$ cat src/rtl/hit_scan_array_if.sv
// Bundle of the scan request, object/player coordinates and scan results
// exchanged between the game logic (master) and hit_scan_array (slave).
interface hit_scan_array_if #(
    parameter int NUM_OBJ = 8,
    parameter int X_W     = 10,
    parameter int Y_W     = 9,
    parameter int IDX_W   = (NUM_OBJ > 1) ? $clog2(NUM_OBJ) : 1
);
    logic                   start;
    logic [NUM_OBJ*X_W-1:0] obj_x;
    logic [NUM_OBJ*Y_W-1:0] obj_y;
    logic [NUM_OBJ-1:0]     obj_valid;
    logic [X_W-1:0]         ply_x;
    logic [Y_W-1:0]         ply_y;
    logic                   busy;
    logic                   done;
    logic                   hit;
    logic [NUM_OBJ-1:0]     hit_mask;
    logic [IDX_W-1:0]       hit_idx;
    logic [IDX_W:0]         hit_cnt;

    modport master (
        output start, obj_x, obj_y, obj_valid, ply_x, ply_y,
        input  busy, done, hit, hit_mask, hit_idx, hit_cnt
    );

    modport slave (
        input  start, obj_x, obj_y, obj_valid, ply_x, ply_y,
        output busy, done, hit, hit_mask, hit_idx, hit_cnt
    );
endinterface

$ cat src/rtl/hit_scan_array.sv
// Sequential collision scanner: tests one object per clock against a hit zone around the player.
// Macro HIT_FULL_DIAMOND_EN makes the lower half a diamond too; otherwise it is a square.
module hit_scan_array #(
    parameter int NUM_OBJ = 8,
    parameter int X_W     = 10,
    parameter int Y_W     = 9,
    parameter int OFF_X   = 40,
    parameter int OFF_Y   = 41,
    parameter int RADIUS  = 38,
    parameter int IDX_W   = (NUM_OBJ > 1) ? $clog2(NUM_OBJ) : 1
) (
    input  logic            clk,
    input  logic            rst_n,
    hit_scan_array_if.slave bus
);
    localparam logic [1:0] IDLE = 2'd0;
    localparam logic [1:0] LOAD = 2'd1;
    localparam logic [1:0] SCAN = 2'd2;
    localparam logic [1:0] DONE = 2'd3;

    localparam int XC  = X_W + 1;
    localparam int YC  = Y_W + 1;
    localparam int XD  = X_W + 2;
    localparam int YD  = Y_W + 2;
    localparam int SW  = ((X_W > Y_W) ? X_W : Y_W) + 3;
    localparam int CW  = IDX_W + 1;

    localparam logic [IDX_W-1:0] LAST  = IDX_W'(NUM_OBJ - 1);
    localparam logic [XC-1:0]    OFFX  = XC'(OFF_X);
    localparam logic [YC-1:0]    OFFY  = YC'(OFF_Y);
    localparam logic [XD-1:0]    RAD_X = XD'(RADIUS);
    localparam logic [YD-1:0]    RAD_Y = YD'(RADIUS);
    localparam logic [SW-1:0]    RAD_S = SW'(RADIUS);

    logic [1:0]         state;
    logic [IDX_W-1:0]   ptr;
    logic [X_W-1:0]     ox [NUM_OBJ];
    logic [Y_W-1:0]     oy [NUM_OBJ];
    logic [NUM_OBJ-1:0] ov;
    logic [XC-1:0]      cx;
    logic [YC-1:0]      cy;

    logic               hit_q;
    logic [NUM_OBJ-1:0] mask_q;
    logic [IDX_W-1:0]   idx_q;
    logic [CW-1:0]      cnt_q;

    logic [XD-1:0]      dx;
    logic [YD-1:0]      dy;
    logic [XD-1:0]      adx;
    logic [YD-1:0]      ady;
    logic [SW-1:0]      sum;
    logic               sq;
    logic               dia;
    logic               lower_hit;
    logic               in_zone;
    logic               obj_hit;

    // Zero-extended operands keep the difference exact; the top bit is the sign.
    always_comb begin
        dx  = {2'b00, ox[ptr]} - {1'b0, cx};
        dy  = {2'b00, oy[ptr]} - {1'b0, cy};
        adx = dx[XD-1] ? -dx : dx;
        ady = dy[YD-1] ? -dy : dy;
        sum = SW'(adx) + SW'(ady);
        sq  = (adx < RAD_X) && (ady < RAD_Y);
        dia = sum < RAD_S;
`ifdef HIT_FULL_DIAMOND_EN
        lower_hit = sq && dia;
`else
        lower_hit = sq;
`endif
        in_zone = dy[YD-1] ? (sq && dia) : lower_hit;
        obj_hit = (state == SCAN) && ov[ptr] && in_zone;
    end

    always_ff @(posedge clk or negedge rst_n) begin
        if (!rst_n) begin
            state  <= IDLE;
            ptr    <= '0;
            ov     <= '0;
            cx     <= '0;
            cy     <= '0;
            hit_q  <= 1'b0;
            mask_q <= '0;
            idx_q  <= '0;
            cnt_q  <= '0;
            for (int i = 0; i < NUM_OBJ; i++) begin
                ox[i] <= '0;
                oy[i] <= '0;
            end
        end else begin
            case (state)
                IDLE, DONE: begin
                    state <= bus.start ? LOAD : IDLE;
                end
                LOAD: begin
                    for (int i = 0; i < NUM_OBJ; i++) begin
                        ox[i] <= bus.obj_x[i*X_W +: X_W];
                        oy[i] <= bus.obj_y[i*Y_W +: Y_W];
                    end
                    ov     <= bus.obj_valid;
                    cx     <= {1'b0, bus.ply_x} + OFFX;
                    cy     <= {1'b0, bus.ply_y} + OFFY;
                    hit_q  <= 1'b0;
                    mask_q <= '0;
                    idx_q  <= '0;
                    cnt_q  <= '0;
                    ptr    <= '0;
                    state  <= SCAN;
                end
                SCAN: begin
                    // Only the first hit loads the index, so it ends up as the lowest one.
                    if (obj_hit) begin
                        mask_q[ptr] <= 1'b1;
                        cnt_q       <= cnt_q + CW'(1);
                        if (!hit_q) begin
                            hit_q <= 1'b1;
                            idx_q <= ptr;
                        end
                    end
                    if (ptr == LAST) begin
                        state <= DONE;
                    end else begin
                        ptr <= ptr + IDX_W'(1);
                    end
                end
                default: begin
                    state <= IDLE;
                end
            endcase
        end
    end

    assign bus.busy     = (state == LOAD) || (state == SCAN);
    assign bus.done     = (state == DONE);
    assign bus.hit      = hit_q;
    assign bus.hit_mask = mask_q;
    assign bus.hit_idx  = idx_q;
    assign bus.hit_cnt  = cnt_q;
endmodule

$ cat src/flat_wrapper.sv
// flat-port wrapper written by rule: the top's interface ports become plain ports
module hit_scan_array_flat 
#(
    parameter int NUM_OBJ = 8,
    parameter int X_W     = 10,
    parameter int Y_W     = 9,
    parameter int OFF_X   = 40,
    parameter int OFF_Y   = 41,
    parameter int RADIUS  = 38,
    parameter int IDX_W   = (NUM_OBJ > 1) ? $clog2(NUM_OBJ) : 1
)
  (clk, rst_n, bus_start, bus_obj_x, bus_obj_y, bus_obj_valid, bus_ply_x, bus_ply_y, bus_busy, bus_done, bus_hit, bus_hit_mask, bus_hit_idx, bus_hit_cnt);
  hit_scan_array_if #(.NUM_OBJ(NUM_OBJ), .X_W(X_W), .Y_W(Y_W), .IDX_W(IDX_W)) bus_i ();
  input  logic clk;
  input  logic rst_n;
  input wire logic [$bits(bus_i.start)-1:0] bus_start;
  input wire logic [$bits(bus_i.obj_x)-1:0] bus_obj_x;
  input wire logic [$bits(bus_i.obj_y)-1:0] bus_obj_y;
  input wire logic [$bits(bus_i.obj_valid)-1:0] bus_obj_valid;
  input wire logic [$bits(bus_i.ply_x)-1:0] bus_ply_x;
  input wire logic [$bits(bus_i.ply_y)-1:0] bus_ply_y;
  output wire logic [$bits(bus_i.busy)-1:0] bus_busy;
  output wire logic [$bits(bus_i.done)-1:0] bus_done;
  output wire logic [$bits(bus_i.hit)-1:0] bus_hit;
  output wire logic [$bits(bus_i.hit_mask)-1:0] bus_hit_mask;
  output wire logic [$bits(bus_i.hit_idx)-1:0] bus_hit_idx;
  output wire logic [$bits(bus_i.hit_cnt)-1:0] bus_hit_cnt;
  assign bus_i.start = bus_start;
  assign bus_i.obj_x = bus_obj_x;
  assign bus_i.obj_y = bus_obj_y;
  assign bus_i.obj_valid = bus_obj_valid;
  assign bus_i.ply_x = bus_ply_x;
  assign bus_i.ply_y = bus_ply_y;
  assign bus_busy = bus_i.busy;
  assign bus_done = bus_i.done;
  assign bus_hit = bus_i.hit;
  assign bus_hit_mask = bus_i.hit_mask;
  assign bus_hit_idx = bus_i.hit_idx;
  assign bus_hit_cnt = bus_i.hit_cnt;
  hit_scan_array #(.NUM_OBJ(NUM_OBJ), .X_W(X_W), .Y_W(Y_W), .OFF_X(OFF_X), .OFF_Y(OFF_Y), .RADIUS(RADIUS), .IDX_W(IDX_W)) u_core (.clk(clk), .rst_n(rst_n), .bus(bus_i));
endmodule
$ cat config.mk
export PLATFORM = sky130hd
export DESIGN_NAME = hit_scan_array_flat
export DESIGN_NICKNAME = d
export VERILOG_FILES = /design/src/rtl/hit_scan_array_if.sv /design/src/rtl/hit_scan_array.sv /design/src/flat_wrapper.sv
export SDC_FILE = /design/constraint.sdc
export NUM_CORES = 1
export LEC_CHECK = 0
export CAP_MARGIN = 5
export CORE_MARGIN = 3
export CORE_UTILIZATION = 35
export CTS_CLUSTER_SIZE = 25
export DETAILED_ROUTE_END_ITERATION = 10
export GPL_ROUTABILITY_DRIVEN = 1
export PLACE_DENSITY = 0.62
export SETUP_SLACK_MARGIN = 0.2
export SLEW_MARGIN = 20
export SYNTH_ARGS = -nofsm -noshare
export SYNTH_HDL_FRONTEND = slang
export SYNTH_SLANG_ARGS = --single-unit
$ cat constraint.sdc
create_clock -name clk -period 7.4 [get_ports clk]
set_clock_uncertainty 0.05 [all_clocks]
set_input_delay 1.48 -clock clk [delete_from_list [all_inputs] [get_ports clk]]
set_output_delay 1.48 -clock clk [all_outputs]
set_load 0.02 [all_outputs]
==> impl_metrics.toml, run 1 <==
[status]
status = "finished clean"

[synth]
synth_ff_type = "dfrtp_1"
synth.top_cell.area_share_pct = 45.90
synth_mux_area_share_pct = 17.77
synth_area_sq_um = 11010
synthAdderAreaFrac_pct = 4.976
yosys.area_share.simple_pct = 9.214
ys_types = 68
yosys.area.top_type = "dfrtp_1"
synth_edf_count = 0
synth_xor_area_share_pct = 3.783
netlist_instances = 988
synth-async-reset-ratio_pct = 100.0
yosysWarnings = 0
ys_ff_latch = 202
synthTopCellsByCount = "dfrtp_1, mux2_2, a22oi_1, inv_1, nand2_1"
synth_compound_area_share_pct = 14.94
synth_top_family_by_area = "multiplexers"
syn_nets = 1212
avgSynthCellArea_sq_um = 11.15
yosysMostFrequentCell = "dfrtp_1"
synth-seq-area-share_pct = 45.90
synth_area_leaders = "dfrtp_1, mux2_2, a22oi_1"

[timing]
rsz0062_at_grt = "false"
post-route-period-util_pct = 89.53
fmaxAchievable_ghz = 0.1509
tightest_slew_ns = 0.9976
hold_viol = 0
fin_crit_ns = 6.626
max-slew-margin-rel_pct = 33.49
slew_viol_final = 0
finalSetupViolCount = 0
tns_ns = 0

[worst_setup_path]
worstSetupPathType = "flip-flop to flip-flop"
path_cells = "inv_1, nor3b_2, buf_4, a22oi_1, and4_1, ha_1, inv_1, fa_1, a21o_1, a211o_1, and2_1, or4_1, or4_1, o21ai_0, xnor2_1, ha_1, xnor2_1, or3_1, a311oi_1, nand4b_1, mux2i_1, buf_4, o211ai_2, a311o_1"
crit_slowest_cell = "or4_1"
r2r_start = "u_core.ptr[2]"
cpPeakStageDelay_ns = 0.56
cp.buffers_inverters = 4
r2r_slack_ns = 0.77
path_max_fanout = 20
start_kind = "flip-flop"
crit_family = "simple AND/OR/NAND/NOR gates"
startpoint = "u_core.ptr[2]"
worstPathRequired_ns = 7.73
crit_arrival_ns = 6.95
cp-end-kind = "flip-flop"

[drt]
via_count = 8505
drt_pre_antenna_iters = 5
detail_route.vias_per_cell = 5.349
routedWlPerCell_um = 19.53
drtIter0Drc = 479
finalWirelength_mm = 31.06
post-route-drc-count = 0
ant_nets = 0

[global_routing]
grt_pass1_wl_mm = 47.91
grt_usage_pct = 17.96
grt_pass1_vias = 8680
grt_max_degree = 149
gr-total-overflow = 0
antenna_found_initial = 4

[cells_and_area]
num-fill-cells = 2803
regArea_sq_um = 5057
fin_nets = 1401
multiInputGateArea_sq_um = 5645
areaGrowthSynthToFinish_pct = 29.49
drive_gt1_share_pct = 20.57

[cts]
hold_buffers = 0
h-tree-depth = 1
numClockSinks = 202
post_cts_buffers = 0
cts_buffers = 22
clock_path_buffers = 3
ctsResizeCount = 0
cts_tree = "done"
cts_root_buf = "clkbuf_16"
clk_latency_ns = 0.51
clk_pin_slew_worst_paths_ns = 0.06

[die]
dieArea_sq_um = 33630
die_h_um = 183.4
die_w_um = 183.4
ioPinCount = 200
initial_core_util_pct = 35.72
coreArea_sq_um = 30830
rows = 64

[placed_design]
globalplace.congestion = 0.8418
io_buffers = 199
dp_hpwl_mm = 22.91

[run]
maxCapViolations = 0

[hold_path]
hp-class = "flip-flop to flip-flop"
hold_path.startpoint = "u_core.oy[20]"
placed cells by master, fill, tap and decap left out, drive strengths merged, types with 8 or more instances in the layout:
cell,netlist,layout
mux2,164,164
nor2,44,44
inv,50,50
ha,39,39
nand4,19,19
nand2b,10,10
o211ai,14,14
o21ai,32,32
clkdlybuf4s50,0,198
mux2i,11,11
clkbuf,44,29
buf,5,15
xor2,14,14
a22oi,77,77
nand2,47,47
a21o,8,8
dfrtp,202,202
xnor2,31,31
and2,10,10
nor3,10,10
a21oi,39,39
final cells by class:
class	instances	share of cell area [%]
clock buffers	28	4.308
diodes	3	0.05264
flip-flops and latches	202	35.46
multi-input cells	687	39.59
well taps	396	3.474
repair buffers	214	14.87
clock inverters	10	0.9300
inverters	50	1.316
flip-flops by register name (all words and copies together) (netlist names):
name / cells
u_core.cx: 11
u_core.bus.hit_idx: 3
u_core.cy: 10
u_core.bus.hit: 1
u_core.ox: 80
u_core.bus.hit_cnt: 4
u_core.state: 2
u_core.ptr: 3
u_core.ov: 8
u_core.oy: 72
u_core.bus.hit_mask: 8
through the flow:
stage | setup slack (ns) | hold slack, ns | cell area, sq um | utilization [%] | std cells
after floorplan | 1.302 | 0.4223 | 11010 | - | 988
after global placement | 0.8956 | 0.4400 | 13490 | 43.74 | 1549
after detailed placement | 0.6205 | 0.4465 | 13490 | 43.74 | 1549
after CTS | 0.6213 | 0.4596 | 14230 | 46.16 | 1587
after global routing | 0.2661 | 0.4645 | 14260 | 46.26 | 1590
final | 0.7744 | 0.4572 | 14260 | 46.26 | 1590
cell families after synthesis:
family	after synthesis
adder cells (fa/ha/maj)	42
flip-flops	202
XOR/XNOR	46
AND/OR/NAND/NOR	192
buffers and inverters	99
multiplexers	175
AO/OA/AOI/OAI	232
worst register-to-register path, delay by kind of cell (launching register included):
| family | cells | cell delay (ns) |
|---|---|---|
| AOI/OAI and AO/OA | 7 | 1.83 |
| xor gates and xnor gates | 2 | 0.31 |
| adders and majority gates | 3 | 0.88 |
| buffers and inverters | 4 | 0.84 |
| DFF | 1 | 0.55 |
| muxes | 1 | 0.15 |
| and+or+nand+nor | 7 | 1.90 |
layer usage:
| layer | GRT usage (%) | wire, um |
|---|---|---|
| met5 | 0 | 0 |
| met4 | 3.839 | 506 |
| met3 | 1.983 | 1262 |
| met2 | 31.29 | 15730 |
| met1 | 24.26 | 13560 |
path summary, 6_finish.rpt:
kind                       cells after the start                     to
setup / recovery                              24  u_core.bus.hit_idx[0]
hold / removal                                 1          u_core.oy[20]
setup reg to reg                              24  u_core.bus.hit_idx[0]
hold reg to reg                                1          u_core.oy[20]
max in group asynchronous                      2          u_core.ptr[0]
min in group asynchronous                      1          u_core.oy[47]
Power of run 1 is not shown: default switching activity piles up to over one toggle a cycle in this logic, so the estimate is an artifact.
==> run 2: changes to the inputs <==
Settings changed: DONT_BUFFER_PORTS set to 1, PLACE_DENSITY 0.62 to 0.54.
==> run 2 against run 1 <==
Net effect:
- utilization fell by 6.4 points
- first-iteration DRC count fell by 18%
- wire length fell by 3.7%
- design area fell by 14%
- via count fell by 9.0%
- highest routed layer is now met5
- global-route usage fell by 0.52 points
- sequential share of layout area rose by 5.7 points
- die area did not move
==> impl_metrics.toml, run 2 (same netlist as run 1, synthesis figures left out) <==
[timing]
fmaxAchievable_ghz = 0.1509
finalSetupViolCount = 0
hold_viol = 0
post-route-period-util_pct = 89.53
fin_crit_ns = 6.625
tns_ns = 0
tightest_slew_ns = 1.037
slew_viol_final = 0
rsz0062_at_grt = "false"
max-slew-margin-rel_pct = 30.90

[drt]
finalWirelength_mm = 29.92
via_count = 7743
post-route-drc-count = 0
routedWlPerCell_um = 21.43
detail_route.vias_per_cell = 5.547
drt_pre_antenna_iters = 5
drtIter0Drc = 394
ant_nets = 0

[cts]
cts_buffers = 23
clk_latency_ns = 0.52
clk_pin_slew_worst_paths_ns = 0.06
numClockSinks = 202
cts_root_buf = "clkbuf_16"
h-tree-depth = 1
clock_path_buffers = 3
cts_tree = "done"

[die]
ioPinCount = 200
die_w_um = 183.4
initial_core_util_pct = 35.72
rows = 64
coreArea_sq_um = 30830
dieArea_sq_um = 33630
die_h_um = 183.4

[run]
maxCapViolations = 0

[hold_path]
hp-class = "flip-flop to flip-flop"

[worst_setup_path]
path_cells = "inv_1, nor3b_2, buf_4, a22oi_1, and4_1, ha_1, inv_1, fa_1, a21o_1, a211o_1, and2_1, or4_1, or4_1, o21ai_0, xnor2_1, ha_1, xnor2_1, or3_1, a311oi_1, nand4b_1, mux2i_1, buf_4, o211ai_2, a311o_1"
start_kind = "flip-flop"
worstSetupPathType = "flip-flop to flip-flop"
cpPeakStageDelay_ns = 0.57
cp.buffers_inverters = 4
cp-end-kind = "flip-flop"
crit_slowest_cell = "or4_1"
crit_family = "simple AND/OR/NAND/NOR gates"
worstPathRequired_ns = 7.74
crit_arrival_ns = 6.96
path_max_fanout = 20

[cells_and_area]
largest_register = "u_core.ox"
largest_register_ff_count = 80
final_cell_mix = "dfrtp_1, mux2_2, a22oi_1"
drive_gt1_share_pct = 24.77
reg_top3 = "u_core.ox: 80 flops, u_core.oy: 72 flops, u_core.cx: 11 flops"
fin_nets = 1200
final_common_cell = "dfrtp_1"
areaGrowthSynthToFinish_pct = 11.55

[global_routing]
grt_pass1_vias = 8028
antenna_found_initial = 22
grt_usage_pct = 17.44
grt_max_degree = 203
gr-total-overflow = 0
grt_pass1_wl_mm = 46.35

[placed_design]
io_buffers = 0
globalplace.congestion = 0.7891
dp_hpwl_mm = 21.89

[status]
status = "finished clean"
## run 2: final cells by class
type	count	area (sq um)
Clock buffer	29	638.1
Inverter	50	187.7
Tap cell	396	495.5
Multi-Input combinational cell	687	5645
Timing Repair Buffer	12	90.09
Clock inverter	13	153.9
Antenna cell	7	17.52
Fill cell	2929	18540
Sequential cell	202	5057
## run 2: worst reg2reg max path, stage by stage (launching register included)
cell and delay, ns:
dfrtp_1 0.56, inv_1 0.30, nor3b_2 0.08, buf_4 0.24, a22oi_1 0.23, and4_1 0.22
ha_1 0.16, inv_1 0.05, fa_1 0.42, a21o_1 0.20, a211o_1 0.31, and2_1 0.17
or4_1 0.57, or4_1 0.41, o21ai_0 0.22, xnor2_1 0.20, ha_1 0.31, xnor2_1 0.13
or3_1 0.31, a311oi_1 0.34, nand4b_1 0.13, mux2i_1 0.14, buf_4 0.23, o211ai_2 0.13
a311o_1 0.40
## run 2: path summary, 6_finish.rpt
| check | startpoint | to | slack [ns] | depth (start not counted) |
|---|---|---|---|---|
| max in group asynchronous | rst_n | u_core.ox[69] | 6.08 | 0 |
| max reg2reg | u_core.ptr[2] | u_core.bus.hit_idx[0] | 0.77 | 24 |
| min reg2reg | u_core.ox[23] | u_core.ox[23] | 0.46 | 1 |
| min | u_core.ox[23] | u_core.ox[23] | 0.46 | 1 |
| min in group asynchronous | rst_n | u_core.ox[14] | 0.63 | 0 |
| max | u_core.ptr[2] | u_core.bus.hit_idx[0] | 0.77 | 24 |
## run 2: through the flow
step / std cells / worst slack (ns) / cell area, sq um / utilization (%) / hold WS, ns
2_1_floorplan: 988 / 1.302 / 11010 / - / 0.4223
3_3_place_gp: 1347 / 0.8913 / 11450 / 37.16 / 0.4409
3_5_place_dp: 1347 / 0.7770 / 11450 / 37.16 / 0.4459
4_1_cts: 1389 / 0.7444 / 12250 / 39.72 / 0.4592
5_1_grt: 1394 / 0.2287 / 12280 / 39.83 / 0.4653
6_report: 1396 / 0.7747 / 12290 / 39.85 / 0.4572
## run 2: repair_timing
| action | CTS | global route |
|---|---|---|
| resized for setup | 0 | 6 |
| buffers inserted | 0 | 0 |
| endpoints found under the setup margin | 0 | 4 |
| hold buffers | 0 | 0 |
| endpoints found under the hold margin | 0 | 0 |
## run 2: per-layer routing
metal | up-vias | GRT usage (%) | wire, um
met5 | - | 0 | 182
met2 | 181 | 28.41 | 14400
met1 | 3825 | 21.89 | 12390
li1 | 3633 | - | -
met3 | 72 | 6.168 | 2195
met4 | 32 | 5.271 | 746
Power of run 2 is left out for the same reason.
